### src/rtl/bsg_rom_param_streamer.sv
// bsg_rom_param_streamer: streams runs of consecutive entries from a constant
// parameter ROM over a valid/yumi interface. Runs wrap modulo els_p.
// Optional loop mode enabled by defining BSG_ROM_PARAM_STREAMER_LOOP_EN.
// width_p, els_p and data_p carry minimal defaults only so the module can
// be elaborated stand-alone; every instance is expected to override them.
module bsg_rom_param_streamer #(
    parameter int width_p = 1,
    parameter int els_p   = 1,
    parameter     data_p  = 1'b0,
    localparam int lg_els_lp = (els_p <= 1) ? 1 : $clog2(els_p),
    localparam int lg_cnt_lp = ((els_p + 1 <= 1) ? 1 : $clog2(els_p + 1)) + 1
) (
    input  logic                 clk_i,
    input  logic                 reset_i,
    input  logic                 start_v_i,
    input  logic [lg_els_lp-1:0] start_base_i,
    input  logic [lg_cnt_lp-1:0] start_count_i,
`ifdef BSG_ROM_PARAM_STREAMER_LOOP_EN
    input  logic                 loop_i,
    input  logic                 stop_i,
`endif
    output logic                 start_ready_o,
    output logic                 v_o,
    output logic [width_p-1:0]   data_o,
    output logic [lg_els_lp-1:0] addr_o,
    output logic                 last_o,
    input  logic                 yumi_i
);

    localparam logic [width_p*els_p-1:0] data_lp = data_p;

    typedef enum logic {IDLE, STREAM} state_e;

    state_e               r_state;
    logic                 r_v;
    logic                 r_last;
    logic [width_p-1:0]   r_data;
    logic [lg_els_lp-1:0] r_addr;
    logic [lg_cnt_lp-1:0] r_rem;    // entries still to come after the current one

    logic                 w_start_ready;
    logic                 w_last;
    logic [lg_els_lp-1:0] w_addr_nxt;

    function automatic logic [width_p-1:0] rom_entry(input logic [lg_els_lp-1:0] idx);
        return data_lp[idx*width_p +: width_p];
    endfunction

    assign w_start_ready = (r_state == IDLE);
    // Wrap at els_p, not at the power of two above it
    assign w_addr_nxt = (r_addr == lg_els_lp'(els_p - 1)) ? '0 : r_addr + 1'b1;

`ifdef BSG_ROM_PARAM_STREAMER_LOOP_EN
    logic                 r_loop;
    logic [lg_els_lp-1:0] r_base;
    logic [lg_cnt_lp-1:0] r_count;
    // stop_i forces the end of the run on whatever entry is presented
    assign w_last = r_last | (r_loop & stop_i);
`else
    assign w_last = r_last;
`endif

    // Sequencer: accepts commands in IDLE, walks the ROM in STREAM
    always_ff @(posedge clk_i) begin
        if (reset_i) begin
            r_state <= IDLE;
            r_v     <= 1'b0;
            r_last  <= 1'b0;
            r_data  <= '0;
            r_addr  <= '0;
            r_rem   <= '0;
`ifdef BSG_ROM_PARAM_STREAMER_LOOP_EN
            r_loop  <= 1'b0;
            r_base  <= '0;
            r_count <= '0;
`endif
        end else begin
            case (r_state)
                IDLE: begin
                    // zero-length commands are consumed without leaving IDLE
                    if (start_v_i && (start_count_i != '0)) begin
                        r_state <= STREAM;
                        r_v     <= 1'b1;
                        r_addr  <= start_base_i;
                        r_data  <= rom_entry(start_base_i);
                        r_rem   <= start_count_i - lg_cnt_lp'(1);
                        r_last  <= (start_count_i == lg_cnt_lp'(1));
`ifdef BSG_ROM_PARAM_STREAMER_LOOP_EN
                        r_loop  <= loop_i;
                        r_base  <= start_base_i;
                        r_count <= start_count_i;
`endif
                    end
                end
                STREAM: begin
                    if (yumi_i) begin
                        if (!w_last) begin
                            r_addr <= w_addr_nxt;
                            r_data <= rom_entry(w_addr_nxt);
                            r_rem  <= r_rem - lg_cnt_lp'(1);
                            r_last <= (r_rem == lg_cnt_lp'(1));
                        end
`ifdef BSG_ROM_PARAM_STREAMER_LOOP_EN
                        else if (r_loop && !stop_i) begin
                            // natural end of a pass: restart from base, no bubble
                            r_addr <= r_base;
                            r_data <= rom_entry(r_base);
                            r_rem  <= r_count - lg_cnt_lp'(1);
                            r_last <= (r_count == lg_cnt_lp'(1));
                        end
`endif
                        else begin
                            r_state <= IDLE;
                            r_v     <= 1'b0;
                            r_last  <= 1'b0;
`ifdef BSG_ROM_PARAM_STREAMER_LOOP_EN
                            r_loop  <= 1'b0;
`endif
                        end
                    end
                end
                default: r_state <= IDLE;
            endcase
        end
    end

    // Simulation-only protocol and parameter sanity checks
    always @(posedge clk_i) begin
        if (!reset_i) begin
            assert (!(yumi_i && !r_v));
            assert (!(start_v_i && w_start_ready && (int'(start_base_i) >= els_p)));
        end
        assert ($bits(data_p) == width_p * els_p);
    end

    assign start_ready_o = w_start_ready;
    assign v_o           = r_v;
    assign data_o        = r_data;
    assign addr_o        = r_addr;
    assign last_o        = w_last;

endmodule

### config.mk
export PLATFORM = sky130hd
export DESIGN_NAME = bsg_rom_param_streamer
export DESIGN_NICKNAME = d
export VERILOG_FILES = /design/src/rtl/bsg_rom_param_streamer.sv
export SDC_FILE = /design/constraint.sdc
export NUM_CORES = 1
export LEC_CHECK = 0
export CAP_MARGIN = 20
export CORE_AREA = 3 3 40 42
export DETAILED_ROUTE_END_ITERATION = 8
export DIE_AREA = 0 0 43 45
export DONT_BUFFER_PORTS = 1
export GPL_ROUTABILITY_DRIVEN = 0
export GPL_TIMING_DRIVEN = 0
export HOLD_SLACK_MARGIN = 0.15
export SLEW_MARGIN = 25
export SYNTH_ARGS = -nofsm -noshare
export SYNTH_HDL_FRONTEND = slang
export SYNTH_SLANG_ARGS = --single-unit
export TNS_END_PERCENT = 50
### constraint.sdc
create_clock -name clk_i -period 1.45 [get_ports clk_i]
set_input_delay 0.0725 -clock clk_i [delete_from_list [all_inputs] [get_ports clk_i]]
set_output_delay 0.0725 -clock clk_i [all_outputs]
set_load 0.02 [all_outputs]
==> metrics.md, run 1 <==
| Metric | Value |
|---|---|
| Worst setup EP type | `register` |
| Clock-pin slew on the worst setup and hold paths | `0.05 ns` |
| Synth Net Count | `48` |
| Die height | `45 µm` |
| Biggest fanout along the worst timing path | `10` |
| CP Data Required Time | `1.57 ns` |
| TNS Setup | `0 ns` |
| CTS tree | `yes` |
| Largest net degree at the start of global routing | `11` |
| CTS Sinks | `6` |
| Slew Limit Fails | `0` |
| ANT cells | `0` |
| Yosys top cell by area | `dfxtp_1` |
| Fmax | `784 MHz` |
| FF+latch count, synth | `6` |
| Clk_lat worst skew | `0.24 ns` |
| GRT met1 Usage | `9.93%` |
| Post-Syn Instances | `38` |
| Fill cells | `146` |
| Post-synth ARST share | `0%` |
| Seq/Total Area, Yosys | `35.3%` |
| Final wirelength | `790 µm` |
| # DRC | `0` |
| Crit path kind | `register to register` |
| Ys Warns | `0` |
| Post_cts resized | `0` |
| DR vias | `323` |
| Root Driver | `clkbuf_4` |
| Synth Area in Compound Gates | `18.0%` |
| Final setup viols | `0` |
| Grt ovf | `0` |
| Starting Density | `26.5%` |
| H-tree Lvls | `1` |
| Primary FF master, synth | `dfxtp_1` |
| Mapped cell area | `340 µm²` |
| Distinct cell type count after synthesis | `23` |
| PD cells | `1050 nW/µm²` |
| EDFF count, synth | `0` |
| VDD IR max | `395 µV` |
| Status | `complete, no violations` |
| Met3 Resource Use GR | `1.59%` |
| Mean Syn Cell Area | `8.96 µm²` |
| Synth top cells by count | `6 x dfxtp_1, 4 x nor2_1, 3 x ha_1, 3 x inv_1` |
| Final core utilization | `33.6%` |
| Buffers on Ports | `0` |
| Max cap viols | `0` |
| Post-Synth Simple-Gate Area | `26.5%` |
| Pleak | `0.183 nW` |
| Unrepaired setup endpoints after global routing | `no` |
| TritonCTS buffer count | `3` |
| Grt met2 use | `14.4%` |
| Busiest grt layer | `met2` |
| Drt wl/cell | `13.0 µm` |
| Synth top area share | `35.3%` |
| Drt first pass iters | `4` |
| Mux contribution to synthesized area | `0%` |
| Vias in the first global route | `312` |
| Hold Crit Class | `primary input to register` |
| Ranking of synthesized cells by area | `dfxtp_1 35%, ha_1 11%, a311oi_1 5.1%, nor2_1 4.4%, and4bb_1 3.7%` |
| Area Overhead vs Synth | `26.8%` |
| Min Tclk post-route | `1.28 ns` |
| GRT Total Usage | `9.26%` |
| Synth Area in Adders | `11.0%` |
| WP data arrival | `1.39 ns` |
| Nets | `58` |
| Startpoint types | `register` |
| Main combinational cell family by area after synthesis | `simple AND/OR/NAND/NOR gates` |
| First-pass GRT wire length | `1280 µm` |
| I/O Pins | `12` |
| DR vias/cell | `5.30` |
| Number of cell rows | `13` |
| Layout cell share with drive strength beyond 1 | `17.4%` |
| Antenna violations before repair | `0` |
| Multi-input logic area | `193 µm²` |
| Core area | `1280 µm²` |
| Clk buf depth | `2` |
| Final instance area | `432 µm²` |
| Register area | `120 µm²` |
| HPWL after DPL | `533 µm` |
| Post-synthesis xor/xnor area fraction | `0%` |
| Chip Width | `43 µm` |
| Remaining antenna violation count | `0` |
| Most common cell in the netlist | `dfxtp_1` |
| Die area | `1940 µm²` |
| Initial DRC Count | `17` |
| Hold Fails Final Rpt | `0` |
| Post-DP Area | `359 µm²` |
| Setup Skew | `0.000667 ns` |
| Period utilisation layout | `87.9%` |
[placed cells by master (no fill, tap or decap), types with 2 or more instances in the layout]
master         synthesis  layout
dfxtp_1                6       6
dlygate4sd3_1          0       5
nor2_1                 4       4
inv_1                  3       3
ha_1                   3       3
clkbuf_4               0       3
a311oi_1               2       2
a21oi_1                2       2
nand2_1                2       2
[logic make-up after synthesis]
kind of cell    count (synthesis)
simple gates                   14
compound gates                  8
buf+inv                         6
flops                           6
fa+ha+maj                       3
other cells                     1
[stage by stage]
stage	hold WS, ns	std cells	total power [W]	worst slack, ns
2_1_floorplan	0.142	38	0.000270	0.272
3_3_place_gp	0.143	53	0.000283	0.190
3_5_place_dp	0.145	53	0.000283	0.177
4_1_cts	0.157	61	0.000456	0.190
5_1_grt	0.175	61	0.000474	0.0489
6_report	0.167	61	0.000453	0.175
[critical path, stage by stage (launching register included)]
cell,delay (ns)
dfxtp_1,0.32
buf_2,0.21
nand3b_1,0.22
a221oi_1,0.32
a311oi_1,0.08
[metal layers]
metal / wire [µm] / up-vias
li1: - / 155
met1: 318 / 152
met2: 398 / 14
met3: 49 / 2
met4: 23 / 0
met5: 0 / -
[timing repair]
item / CTS / global route
hold buffers: 5 / 0
setup buffers: 0 / 0
hold endpoints to repair: 6 / 0
[state kept, by name, indices dropped and copies added, names as in the netlist]
name / flops
r_state: 1
last_o: 1
v_o: 1
r_rem: 2
addr_o: 1
[final timing paths]
path	from	cells after the start	endpoint	slack (ns)
min	start_v_i	3	v_o	0.17
max reg2reg	r_state	4	r_rem[1]	0.17
max	r_state	4	r_rem[1]	0.17
min reg2reg	r_rem[1]	2	r_rem[1]	0.49
[area by class of cell]
type / instances / area share [%]
sequential: 6 / 27.8
tap: 15 / 4.35
inverter: 4 / 3.48
timing repair buffer: 5 / 11.6
clock buffer: 3 / 5.22
multi-input combinational: 26 / 44.6
buffer: 2 / 2.90
[power breakdown]
group	switching [W]	total (W)	internal [W]
combinational	0.0000474	0.0000928	0.0000453
sequential	0.0000201	0.000201	0.000181
clock	0.0000646	0.000159	0.0000939
total	0.000132	0.000453	0.000320
(Power assumes the default switching activity.)
==> inputs of run 2 (changes only) <==
- PLACE_DENSITY: not set -> 0.5
==> run 2 against run 1 <==
  * Final area shrank 2.3%
  * Critical path depth is the same
  * Highest routed layer unchanged
  * Global-route usage shrank 0.44 points
  * Setup slack gained 0.0058 ns
  * Clock skew grew 0.0015 ns
  * Critical path type unchanged
  * Non-clock buffer count shrank 1
  * Die area is the same
  * First-iteration DRC count shrank 65%
  * Routed wire length shrank 10%
  * Clock power shrank 6%
  * Power shrank 2.3%
==> metrics.md, run 2 (synthesized netlist as in run 1, its figures left out) <==
| Metric | Value |
|---|---|
| DR vias | `289 (was 323)` |
| Final wirelength | `708 µm (was 790 µm)` |
| Slew Limit Fails | `0 (unchanged)` |
| Startpoint types | `register (unchanged)` |
| Hold Fails Final Rpt | `0 (unchanged)` |
| Vias in the first global route | `299 (was 312)` |
| Biggest fanout along the worst timing path | `10 (unchanged)` |
| TritonCTS buffer count | `3 (unchanged)` |
| Chip Width | `43 µm (unchanged)` |
| Finished Layout Cells | `60 (was 61)` |
| Number of cell rows | `13 (unchanged)` |
| Commonest cells after routing, fill and taps aside | `6 x dfxtp_1, 4 x nor2_1, 4 x dlygate4sd3_1 (was 6 x dfxtp_1, 5 x dlygate4sd3_1, 4 x nor2_1)` |
| Max FFs per register | `2 (unchanged)` |
| WP data arrival | `1.38 ns (was 1.39 ns)` |
| Max cap viols | `0 (unchanged)` |
| DR vias/cell | `4.82 (was 5.30)` |
| Min Tclk post-route | `1.27 ns (was 1.28 ns)` |
| R2r worst-path depth | `4 (unchanged)` |
| Buffers on Ports | `0 (unchanged)` |
| Drt first pass iters | `4 (unchanged)` |
| Most common cell after layout, fill and taps aside | `dfxtp_1 (unchanged)` |
| Layout cell share with drive strength beyond 1 | `17.8% (was 17.4%)` |
| CTS Sinks | `6 (unchanged)` |
| Clk_lat worst skew | `0.24 ns (about the same)` |
| First-pass GRT wire length | `1260 µm (was 1280 µm)` |
| Nets | `57 (was 58)` |
| CTS tree | `yes (unchanged)` |
| Initial DRC Count | `6 (was 17)` |
| VDD IR max | `302 µV (was 395 µV)` |
| Grt ovf | `0 (unchanged)` |
| Die area | `1940 µm² (unchanged)` |
| Unrepaired setup endpoints after global routing | `no (unchanged)` |
| I/O Pins | `12 (unchanged)` |
| Worst setup EP type | `register (unchanged)` |
| Clock-pin slew on the worst setup and hold paths | `0.05 ns (about the same)` |
| TNS Setup | `0 ns (unchanged)` |
| Crit path kind | `register to register (unchanged)` |
| Post_cts resized | `0 (unchanged)` |
| Die height | `45 µm (unchanged)` |
| Setup Skew | `0.00215 ns (was 0.000667 ns)` |
| Period utilisation layout | `87.5% (was 87.9%)` |
| Antenna violations before repair | `0 (unchanged)` |
| H-tree Lvls | `1 (unchanged)` |
| Fmax | `788 MHz (was 784 MHz)` |
| Clk buf depth | `2 (unchanged)` |
| # DRC | `0 (unchanged)` |
| Hold_buf cts | `4 (was 5)` |
| Setup bufs post-CTS | `0 (unchanged)` |
| Largest net degree at the start of global routing | `11 (unchanged)` |
| CP Data Required Time | `1.56 ns (was 1.57 ns)` |
| Largest reg by FF count | `r_rem (unchanged)` |
| Pleak | `0.179 nW (was 0.183 nW)` |
| Remaining antenna violation count | `0 (unchanged)` |
| Drt wl/cell | `11.8 µm (was 13.0 µm)` |
| GRT Total Usage | `8.82% (was 9.26%)` |
| Core area | `1280 µm² (unchanged)` |
| Worst Hold Depth | `3 (unchanged)` |
| Starting Density | `26.5% (unchanged)` |
| HPWL after DPL | `513 µm (was 533 µm)` |
| Status | `complete, no violations (unchanged)` |
| ANT cells | `0 (unchanged)` |
| Root Driver | `clkbuf_4 (unchanged)` |
| Area Overhead vs Synth | `23.9% (was 26.8%)` |
| Placed cells | `53 (unchanged)` |
| PD cells | `1050 nW/µm² (about the same)` |
| Hold Crit Class | `primary input to register (unchanged)` |
| Final setup viols | `0 (unchanged)` |
==> run 2: cell count changes in the layout (fill, tap and decap cells not counted), sizes merged <==
cell	change
dlygate4sd3	-1
==> run 2: path summary, 6_finish.rpt <==
| kind | startpoint | to | slack, ns |
|---|---|---|---|
| worst max-delay path | r_state | r_rem[1] | 0.18 |
| worst min-delay path | start_v_i | addr_o | 0.16 |
| worst max register to register | r_state | r_rem[1] | 0.18 |
| worst min register to register | r_rem[1] | r_rem[1] | 0.49 |
==> run 2: worst max-delay path, cell delays in order (launching register included) <==
cell and delay (ns):
dfxtp_1 0.32, buf_2 0.21, nand3b_1 0.21, a221oi_1 0.33, a311oi_1 0.08
==> run 2: metal layers <==
metal / GRT usage [%] / wire, µm / up-vias
li1: - / - / 150
met1: 12.3 / 370 / 127
met2: 12.0 / 274 / 10
met3: 1.20 / 50 / 2
met4: 7.23 / 12 / 0
met5: 0 / 0 / -
==> run 2: final cells by class <==
type	count	area (µm²)
Buffer	2	12.5
Clock buffer	3	22.5
Fill cell	136	863
Inverter	4	15.0
Multi-Input combinational cell	26	193
Sequential cell	6	120
Tap cell	15	18.8
Timing Repair Buffer	4	40.0
==> run 2: where the power goes <==
group          switching [W]   total, W  internal (W)
clock network      0.0000568   0.000150     0.0000934
logic              0.0000471  0.0000911     0.0000440
registers          0.0000194   0.000201      0.000181
==> run 2: per-stage QoR <==
step           total power, W  util [%]  cell area, µm²  hold slack [ns]  setup WS, ns
2_1_floorplan        0.000270         -             340            0.142         0.272
3_3_place_gp         0.000284      27.9             359            0.146         0.181
3_5_place_dp         0.000284      27.9             359            0.145         0.170
4_1_cts              0.000448      32.8             422            0.157         0.177
5_1_grt              0.000470      32.8             422            0.192       0.00871
6_report             0.000442      32.8             422            0.159         0.181
==> inputs of run 3 (changes only) <==
- clock period: 1.45 -> 1.3 ns (I/O delays scaled with it)
==> run 3 against run 2 <==
  * Final area rose by 7.7%
  * Final cell count is 3.3% higher
  * Clock power grew 12%
  * Worst hold slack worse by 0.011 ns
  * Non-clock buffer count grew 2
  * Clock-buffer cell count is the same
  * Setup slack got worse by 0.12 ns
  * Die area unchanged
  * Critical path depth fell by 1
  * Combinational power grew 30%
  * Sequential power rose by 11%
  * Global-route usage is 0.25 points higher
==> metrics.md, run 3 (synthesized netlist as in run 1, its figures left out) <==
| Metric | Value |
|---|---|
| Most common cell after layout, fill and taps aside | `dfxtp_1 (unchanged)` |
| Clock-pin slew on the worst setup and hold paths | `0.05 ns (about the same)` |
| Startpoint types | `register (unchanged)` |
| Grt ovf | `0 (unchanged)` |
| Biggest fanout along the worst timing path | `5 (was 10)` |
| Die height | `45 µm (unchanged)` |
| Core area | `1280 µm² (unchanged)` |
| CP Data Required Time | `1.42 ns (was 1.56 ns)` |
| Vias in the first global route | `306 (was 299)` |
| Root Driver | `clkbuf_4 (unchanged)` |
| Fmax | `807 MHz (was 788 MHz)` |
| VDD IR max | `340 µV (was 302 µV)` |
| HPWL after DPL | `513 µm (unchanged)` |
| Remaining antenna violation count | `0 (unchanged)` |
| Drt first pass iters | `4 (unchanged)` |
| TritonCTS buffer count | `3 (unchanged)` |
| GRT Total Usage | `9.07% (was 8.82%)` |
| Period utilisation layout | `95.4% (was 87.5%)` |
| Power Total | `0.000510 W (was 0.000442 W)` |
| Hold Fails Final Rpt | `0 (unchanged)` |
| CP delay by family, top | `simple AND/OR/NAND/NOR gates (was compound AO/OA/AOI/OAI gates)` |
| Clk_lat worst skew | `0.24 ns (about the same)` |
| Number of cell rows | `13 (unchanged)` |
| Antenna violations before repair | `0 (unchanged)` |
| Chip Width | `43 µm (unchanged)` |
| Worst setup EP type | `register (unchanged)` |
| Finished Layout Cells | `62 (was 60)` |
| Max FFs per register | `2 (unchanged)` |
| DR vias | `302 (was 289)` |
| Area Overhead vs Synth | `33.5% (was 23.9%)` |
| Largest reg by FF count | `r_rem (unchanged)` |
| Status | `complete, no violations (unchanged)` |
| H-tree Lvls | `1 (unchanged)` |
| Crit path kind | `register to register (unchanged)` |
| Buf+Inv Stages, Crit Path | `0 (was 1)` |
| Pleak | `0.190 nW (was 0.179 nW)` |
| Largest net degree at the start of global routing | `11 (unchanged)` |
| Critical path, cell by cell | `or3b_4 -> a222oi_1 -> nor3_1 (was buf_2 -> nand3b_1 -> a221oi_1 -> a311oi_1)` |
| Final wirelength | `758 µm (was 708 µm)` |
| Clk buf depth | `2 (unchanged)` |
| Die area | `1940 µm² (unchanged)` |
| ANT cells | `0 (unchanged)` |
| Drt wl/cell | `12.2 µm (was 11.8 µm)` |
| Slowest cell on crit path | `or3b_4 (was a221oi_1)` |
| PD cells | `1120 nW/µm² (was 1050 nW/µm²)` |
| # DRC | `0 (unchanged)` |
| Slew Limit Fails | `0 (unchanged)` |
| Setup Skew | `0.00210 ns (was 0.00215 ns)` |
| Min Tclk post-route | `1.24 ns (was 1.27 ns)` |
| Buffers on Ports | `0 (unchanged)` |
| Nets | `59 (was 57)` |
| Commonest cells after routing, fill and taps aside | `6 x dfxtp_1, 5 x dlygate4sd3_1, 4 x nor2_1 (was 6 x dfxtp_1, 4 x nor2_1, 4 x dlygate4sd3_1)` |
| CTS Sinks | `6 (unchanged)` |
| I/O Pins | `12 (unchanged)` |
| Starting Density | `26.5% (unchanged)` |
| Max cap viols | `0 (unchanged)` |
| CTS tree | `yes (unchanged)` |
| DR vias/cell | `4.87 (was 4.82)` |
| First-pass GRT wire length | `1300 µm (was 1260 µm)` |
| WP data arrival | `1.36 ns (was 1.38 ns)` |
| Slowest stage delay, CP | `0.43 ns (was 0.33 ns)` |
| Initial DRC Count | `8 (was 6)` |
| Layout cell share with drive strength beyond 1 | `21.3% (was 17.8%)` |
| Placed cells | `53 (unchanged)` |
| Final setup viols | `0 (unchanged)` |
| Hold Crit Class | `primary input to register (unchanged)` |
run 3: repair_timing:
item,4_1_cts,5_1_grt
buffers inserted,0,1
gates resized for setup,0,4
setup endpoints to repair,0,2
endpoints found under the hold margin,6,0
hold buffers,5,0
run 3: power by group:
part	internal [W]	switching, W
Combinational	0.0000592	0.0000588
Clock	0.000104	0.0000637
Sequential	0.000202	0.0000220
run 3: final timing paths:
path	start	end	slack, ns	cells past startpoint
setup reg to reg	r_state	last_o	0.06	3
setup / recovery	r_state	last_o	0.06	3
hold reg to reg	r_rem[1]	r_rem[1]	0.49	2
hold / removal	start_v_i	v_o	0.15	3
run 3: layout make-up:
| type | instances | area [µm²] |
|---|---|---|
| buffer | 2 | 15.0 |
| multi-input combinational | 26 | 205 |
| clock buffer | 3 | 22.5 |
| tap | 15 | 18.8 |
| fill | 137 | 831 |
| timing repair buffer | 6 | 57.6 |
| inverter | 4 | 15.0 |
| sequential | 6 | 120 |
run 3: per-layer routing:
layer | GRT usage (%) | routed length (µm) | vias to the layer above
met5 | 0 | 0 | -
met4 | 7.23 | 12 | 0
met3 | 1.20 | 43 | 2
met2 | 12.9 | 326 | 9
met1 | 12.3 | 375 | 137
li1 | - | - | 154
run 3: worst register-to-register path: stages (launching register included):
cell      delay (ns)
dfxtp_1         0.30
or3b_4          0.43
a222oi_1        0.30
nor3_1          0.09
run 3: stage by stage:
stage / cell area (µm²) / setup WS [ns] / utilization, % / setup TNS [ns] / hold slack [ns]
3_5_place_dp: 359 / 0.0275 / 27.9 / 0 / 0.138
4_1_cts: 432 / 0.0270 / 33.6 / 0 / 0.159
6_report: 454 / 0.0604 / 35.3 / 0 / 0.148
3_3_place_gp: 359 / 0.0310 / 27.9 / 0 / 0.138
2_1_floorplan: 340 / 0.130 / - / 0 / 0.134
5_1_grt: 454 / -0.0111 / 35.3 / -0.0111 / 0.179
